$ cat src/rtl/config_register_bank.sv
// ---------------------------------------------------------------------------
// config_register_bank
//   Double-buffered configuration register bank. Register 0 is a control
//   register whose bit 0 drives a CONFIG -> COMMIT -> OPERATE handshake.
//   Registers 1..NUM_REGS-1 each have a shadow copy (written in CONFIG) and an
//   active copy (loaded from the shadow copy in the single COMMIT cycle).
//
// Ports
//   clk          : clock, rising edge
//   rst          : synchronous active-high reset
//   wen          : write request
//   waddr        : write address
//   data_in      : write data
//   ren          : read request
//   raddr        : read address
//   rdata        : registered read data, held while rvalid=0
//   rvalid       : one-cycle pulse, read data valid
//   mode         : 0 = config, 1 = operate
//   cfg_out      : active registers flattened; slice 0 is {zeros, mode}
//   commit_pulse : high for exactly the COMMIT cycle
//   wr_err       : one-cycle pulse after a rejected write
// ---------------------------------------------------------------------------
module config_register_bank #(
    parameter int DATA_W   = 32,
    parameter int NUM_REGS = 4,
    parameter int ADDR_W   = 2
) (
    input  logic                       clk,
    input  logic                       rst,
    input  logic                       wen,
    input  logic [ADDR_W-1:0]          waddr,
    input  logic [DATA_W-1:0]          data_in,
    input  logic                       ren,
    input  logic [ADDR_W-1:0]          raddr,
    output logic [DATA_W-1:0]          rdata,
    output logic                       rvalid,
    output logic                       mode,
    output logic [NUM_REGS*DATA_W-1:0] cfg_out,
    output logic                       commit_pulse,
    output logic                       wr_err
);

    typedef enum logic [1:0] {
        ST_CONFIG  = 2'd0,
        ST_COMMIT  = 2'd1,
        ST_OPERATE = 2'd2
    } state_t;

    localparam logic [ADDR_W:0] LP_NUM_REGS = (ADDR_W+1)'(NUM_REGS);

    state_t              r_state;
    state_t              w_state_nxt;
    logic [DATA_W-1:0]   r_shadow [1:NUM_REGS-1];
    logic [DATA_W-1:0]   r_active [1:NUM_REGS-1];
    logic [DATA_W-1:0]   r_rdata;
    logic                r_rvalid;
    logic                r_commit_pulse;
    logic                r_wr_err;

    logic                w_mode;
    logic                w_waddr_oor;
    logic                w_wr_ctrl;
    logic                w_shadow_we;
    logic                w_wr_reject;
    logic [DATA_W-1:0]   w_rd_val;

    assign w_mode      = (r_state == ST_OPERATE);
    assign w_waddr_oor = ({1'b0, waddr} >= LP_NUM_REGS);
    // Control register write: only bit 0 carries meaning.
    assign w_wr_ctrl   = wen && (waddr == '0);
    assign w_shadow_we = wen && !w_waddr_oor && (waddr != '0) && (r_state == ST_CONFIG);
    assign w_wr_reject = wen && (w_waddr_oor
                                 || (r_state == ST_COMMIT)
                                 || ((r_state == ST_OPERATE) && (waddr != '0)));

    // Next-state logic for the commit handshake.
    always_comb begin
        w_state_nxt = r_state;
        case (r_state)
            ST_CONFIG:  if (w_wr_ctrl && data_in[0])  w_state_nxt = ST_COMMIT;
            ST_COMMIT:                                w_state_nxt = ST_OPERATE;
            ST_OPERATE: if (w_wr_ctrl && !data_in[0]) w_state_nxt = ST_CONFIG;
            default:                                  w_state_nxt = ST_CONFIG;
        endcase
    end

    // Read mux sees pre-edge contents, so a same-cycle write is not visible.
    always_comb begin
        w_rd_val = '0;
        if (raddr == '0) begin
            w_rd_val = {{(DATA_W-1){1'b0}}, w_mode};
        end
        for (int i = 1; i < NUM_REGS; i++) begin
            if (raddr == ADDR_W'(i)) begin
                w_rd_val = r_active[i];
            end
        end
    end

    always_ff @(posedge clk) begin
        if (rst) begin
            r_state        <= ST_CONFIG;
            r_rdata        <= '0;
            r_rvalid       <= 1'b0;
            r_commit_pulse <= 1'b0;
            r_wr_err       <= 1'b0;
            for (int i = 1; i < NUM_REGS; i++) begin
                r_shadow[i] <= '0;
                r_active[i] <= '0;
            end
        end else begin
            r_state        <= w_state_nxt;
            r_commit_pulse <= (w_state_nxt == ST_COMMIT);
            r_wr_err       <= w_wr_reject;
            r_rvalid       <= ren;
            if (ren) begin
                r_rdata <= w_rd_val;
            end
            for (int i = 1; i < NUM_REGS; i++) begin
                if (w_shadow_we && (waddr == ADDR_W'(i))) begin
                    r_shadow[i] <= data_in;
                end
                if (r_state == ST_COMMIT) begin
                    r_active[i] <= r_shadow[i];
                end
            end
        end
    end

    assign rdata        = r_rdata;
    assign rvalid       = r_rvalid;
    assign mode         = w_mode;
    assign commit_pulse = r_commit_pulse;
    assign wr_err       = r_wr_err;

    assign cfg_out[DATA_W-1:0] = {{(DATA_W-1){1'b0}}, w_mode};
    for (genvar g = 1; g < NUM_REGS; g++) begin : g_cfg
        assign cfg_out[g*DATA_W +: DATA_W] = r_active[g];
    end

endmodule

$ cat config.mk
export PLATFORM = sky130hd
export DESIGN_NAME = config_register_bank
export DESIGN_NICKNAME = d
export VERILOG_FILES = /design/src/rtl/config_register_bank.sv
export SDC_FILE = /design/constraint.sdc
export NUM_CORES = 1
export LEC_CHECK = 0
export ABC_AREA = 1
export CAP_MARGIN = 0
export CORE_UTILIZATION = 47
export DETAILED_ROUTE_END_ITERATION = 8
export PLACE_DENSITY = 0.85
export SLEW_MARGIN = 20
export SYNTH_ARGS = -nofsm -noshare
export SYNTH_HDL_FRONTEND = slang
export SYNTH_SLANG_ARGS = --single-unit
$ cat constraint.sdc
create_clock -name clk -period 7.5 [get_ports clk]
set_input_delay 1.125 -clock clk [delete_from_list [all_inputs] [get_ports clk]]
set_output_delay 1.125 -clock clk [all_outputs]
set_load 0.005 [all_outputs]
* Word level (Yosys, flattened, before mapping)
Memories as Yosys holds them, arrays and structs flattened.
Cells that the tools add are included.
** Cells by class
- Equality and inequality tests :: 9
- Mux-type cells :: 27
- Bitwise logic cells :: 6
- Reductions and logical operators :: 16
** Operator list (count)
- $mux 32 :: 9
- $mux 1 :: 15
- $eq 2x2->1 const B :: 5
- $logic_and 1x1->1 :: 10
- $eq 2x1->1 const B :: 4
- $logic_not 2->1 :: 3
- $or 1x1->1 :: 6
- $pmux 2 s3 :: 1
- $mux 2 :: 2
- $reduce_bool 2->1 :: 1
- $logic_not 1->1 :: 1
- $logic_or 1x1->1 :: 1
** Word-level totals
- Register bits after elaboration :: 37
- RAM bits :: 192
- Input port bits :: 40
- Output and inout bits :: 164
- Logic and storage cells :: 65
- Memories kept :: 2
** Memory list
- r_active :: depth 3, bits a word 32, rd ports 3, clocked after Yosys merged registers in 0, wr ports 3, line 54 : logic [DATA_W-1:0] r_active [1:NUM_REGS-1];
- r_shadow :: depth 3, bits a word 32, rd ports 3, clocked after Yosys merged registers in 0, wr ports 3, line 53 : logic [DATA_W-1:0] r_shadow [1:NUM_REGS-1];

* Longest topological paths before layout
- Word-level depth :: 8
- Depth in mapped cells :: 8
- Mapped depth without buffers :: 6

* Least setup slack after synthesis
Ideal clock, no wire load.
- Path kind :: reg-to-reg
- Start point :: register r_state[0]
- End point :: register r_active[0][100] (netlist name)
- Setup time :: 0.683 ns
- Arrival :: 7.185 ns
- Slack :: -0.368 ns
- Cell stages (with the launch flop) :: 3
- Path buffers :: 0
- Clock period less this slack :: 7.868 ns
- Path through :: dfxtp_1 -> inv_2 -> o21ai_0
** RTL lines
- from (decl) :: line 51 : state_t r_state;
- from (signal assigned) :: line 112 : r_state <= w_state_nxt;

==> results.sh <==
export IMPL_dr_total_vias=6577
export IMPL_antenna_found_initial=0
export IMPL_drcViolationCount=0
export IMPL_cts_setup_buffers=0
export IMPL_setup_viol=0
export IMPL_finalCritPeriodShare_pct=44.3
export IMPL_rr_startpoint="r_state[1]"
export IMPL_worst_pin_slew_ps=905
export IMPL_crit_path_max_fanout=33
export IMPL_clockBufferDepth=3
export IMPL_grt_first_pass_wirelength_mm=32.9
export IMPL_area_growth_pct=23.9
export IMPL_synth_cell_types=21
export IMPL_die_w_microns=149
export IMPL_arrival_ps=3440
export IMPL_cts_tree="done"
export IMPL_worstSetupEndpointType="register"
export IMPL_synth_top_area_share_pct=57.0
export IMPL_final_critical_path_setup_slack_ps=4180
export IMPL_wl_met3_mm=1.33
export IMPL_nFillCells=1653
export IMPL_io_pins=204
export IMPL_slew_headroom_pct=39.5
export IMPL_ys_top_cells_by_count="edfxtp_1 (192), nor2_1 (169), nand2_1 (133)"
export IMPL_cts_sinks=229
export IMPL_avgViaCountPerCell=4.82
export IMPL_startpoint="wen"
export IMPL_peakVddDrop_mv=0.180
export IMPL_rsz0062_at_grt="no"
export IMPL_post_drt_wl_per_cell_microns=15.6
export IMPL_synth_area_sq_mm=0.0101
export IMPL_ctsResizeCount=0
export IMPL_diodes=0
export IMPL_path_clk_slew_ps=60
export IMPL_postRouteWirelength_mm=21.3
export IMPL_startpoint_type="input port"
export IMPL_synth_area_leader_cell="edfxtp_1"
export IMPL_post_route_min_period_ps=3320
export IMPL_layout_cells_non_filler=1365
export IMPL_clk_latency_ps=490
export IMPL_ys_ff_latch=229
export IMPL_final_nets=1114
export IMPL_timing_fmax_ghz=0.301
export IMPL_final_hold_viol_count=0
export IMPL_clockRootBuffer="clkbuf_16"
export IMPL_synth_area_leaders="edfxtp_1 (57%), dfxtp_1 (7.3%), nor2_1 (6.3%), nor3_2 (5.5%), nand2_1 (4.9%)"
export IMPL_place_inst=1324
export IMPL_yosys_most_used_dff="edfxtp_1"
export IMPL_wl_met1_mm=8.27
export IMPL_drive_above_1_share_pct=13.0
export IMPL_crit_type="input port to register"
export IMPL_core_area_sq_mm=0.0211
export IMPL_overflow=0
export IMPL_drtPass1Iterations=5
export IMPL_place_congestion=0.788
export IMPL_port_buffers=172
export IMPL_track_usage_pct=19.4
export IMPL_synth_edff_count=192
export IMPL_powerDensity_mw_per_mm2=226
export IMPL_final_antenna_net_count=0
export IMPL_htreeDepth=1
export IMPL_grt_pass1_vias=6412
export IMPL_wl_met2_mm=10.9
export IMPL_syn_inst=926
export IMPL_post_place_ws_ps=3680
export IMPL_yosysMostFrequentCell="edfxtp_1"
export IMPL_top_layer="met4"
export IMPL_multi_input_area_sq_mm=0.00269
export IMPL_worstPathRequired_ps=7620
export IMPL_p_leak_uw=0.00491
export IMPL_finClkSkew_ps=7.15
export IMPL_dieArea_sq_mm=0.0221
export IMPL_hpwl_mm=13.8
export IMPL_rows=53
export IMPL_cts_buffers=23
export IMPL_start_util_pct=47.9
export IMPL_die_y_microns=149
export IMPL_seq_area_sq_mm=0.00651
export IMPL_grt_max_degree=98
export IMPL_syn_avg_cell_area_sq_um=10.9
export IMPL_hold_path_class="register to register"
export IMPL_ctsHoldBuffers=0
export IMPL_async_flop_share_pct=0
export IMPL_status="finished, final reports clean"
export IMPL_tns_ps=0
export IMPL_ys_seq_area_share_pct=64.4
export IMPL_cap_viol_max_count=0
export IMPL_yosys_warnings=0
export IMPL_slew_viol_final=0
export IMPL_drt_iter0_drc=455
export IMPL_hp_start="rdata[18]"
-- per-layer routing --
metal / GRT usage (%) / up-vias
met5: 0 / -
met4: 8.87 / 0
met3: 3.22 / 63
met2: 34.0 / 255
met1: 23.3 / 3067
li1: - / 3192
-- logic make-up (layout without fill, tap and decap cells) --
logic type	Yosys count	after routing	synth area share (%)
compound gates	35	35	1.73
buf+inv	219	353	10.5
simple gates	442	442	23.4
other cells	1	31	0.0371
flops	229	229	64.4
-- registers in the layout, indices dropped and copies added (netlist names) --
register,cells
r_state,2
r_shadow,96
r_active,96
commit_pulse,1
rdata,32
wr_err,1
rvalid,1
-- through the flow --
stage / utilization, % / power, uW / hold WS, ps / instance area, sq um
2_1_floorplan: - / 1620 / 503 / 10200
3_3_place_gp: 55.9 / 1710 / 491 / 11800
3_5_place_dp: 55.9 / 1720 / 500 / 11800
4_1_cts: 59.4 / 2840 / 517 / 12500
5_1_grt: 59.4 / 2910 / 540 / 12500
6_report: 59.4 / 2830 / 510 / 12500
-- critical path, cell delays in order --
cell             delay, ps
clkdlybuf4s50_1        660
nand4_4                660
nand2_2                980
-- worst paths after layout --
path                                         to  slack [ps]  depth (start not counted)
worst min-delay path                  rdata[18]         510                          2
worst min register to register        rdata[18]         510                          2
worst max-delay path            r_shadow[0][52]        4180                          3
worst max register to register  r_shadow[0][52]        4880                          3
-- power by group --
part | switching (uW) | leakage (uW) | internal, uW | total, uW
sequential | 26.8 | 0.00234 | 1440 | 1460
clock | 458 | 0.000368 | 675 | 1130
combinational | 135 | 0.00220 | 93.7 | 229
-- layout make-up --
| cell class | instances | area share, % |
|---|---|---|
| well taps | 275 | 2.75 |
| repair buffers | 176 | 13.9 |
| inverters | 136 | 4.07 |
| clock buffers | 34 | 5.24 |
| clock inverters | 7 | 0.719 |
| flip-flops and latches | 229 | 51.9 |
| multi-input cells | 508 | 21.4 |
-- cell usage in the layout (no fill, tap or decap), drive strengths merged --
cell and n:
clkbuf 34, o21ai 34, nand4 3, a21oi 1, nand2 134, inv 137, conb 31, bufinv 2
buf 8, nor3 65, nor2 203, nand3 37, clkinv 4, clkdlybuf4s50 168, dfxtp 37, edfxtp 192
No activity file was read; power rests on OpenSTA's default activity.
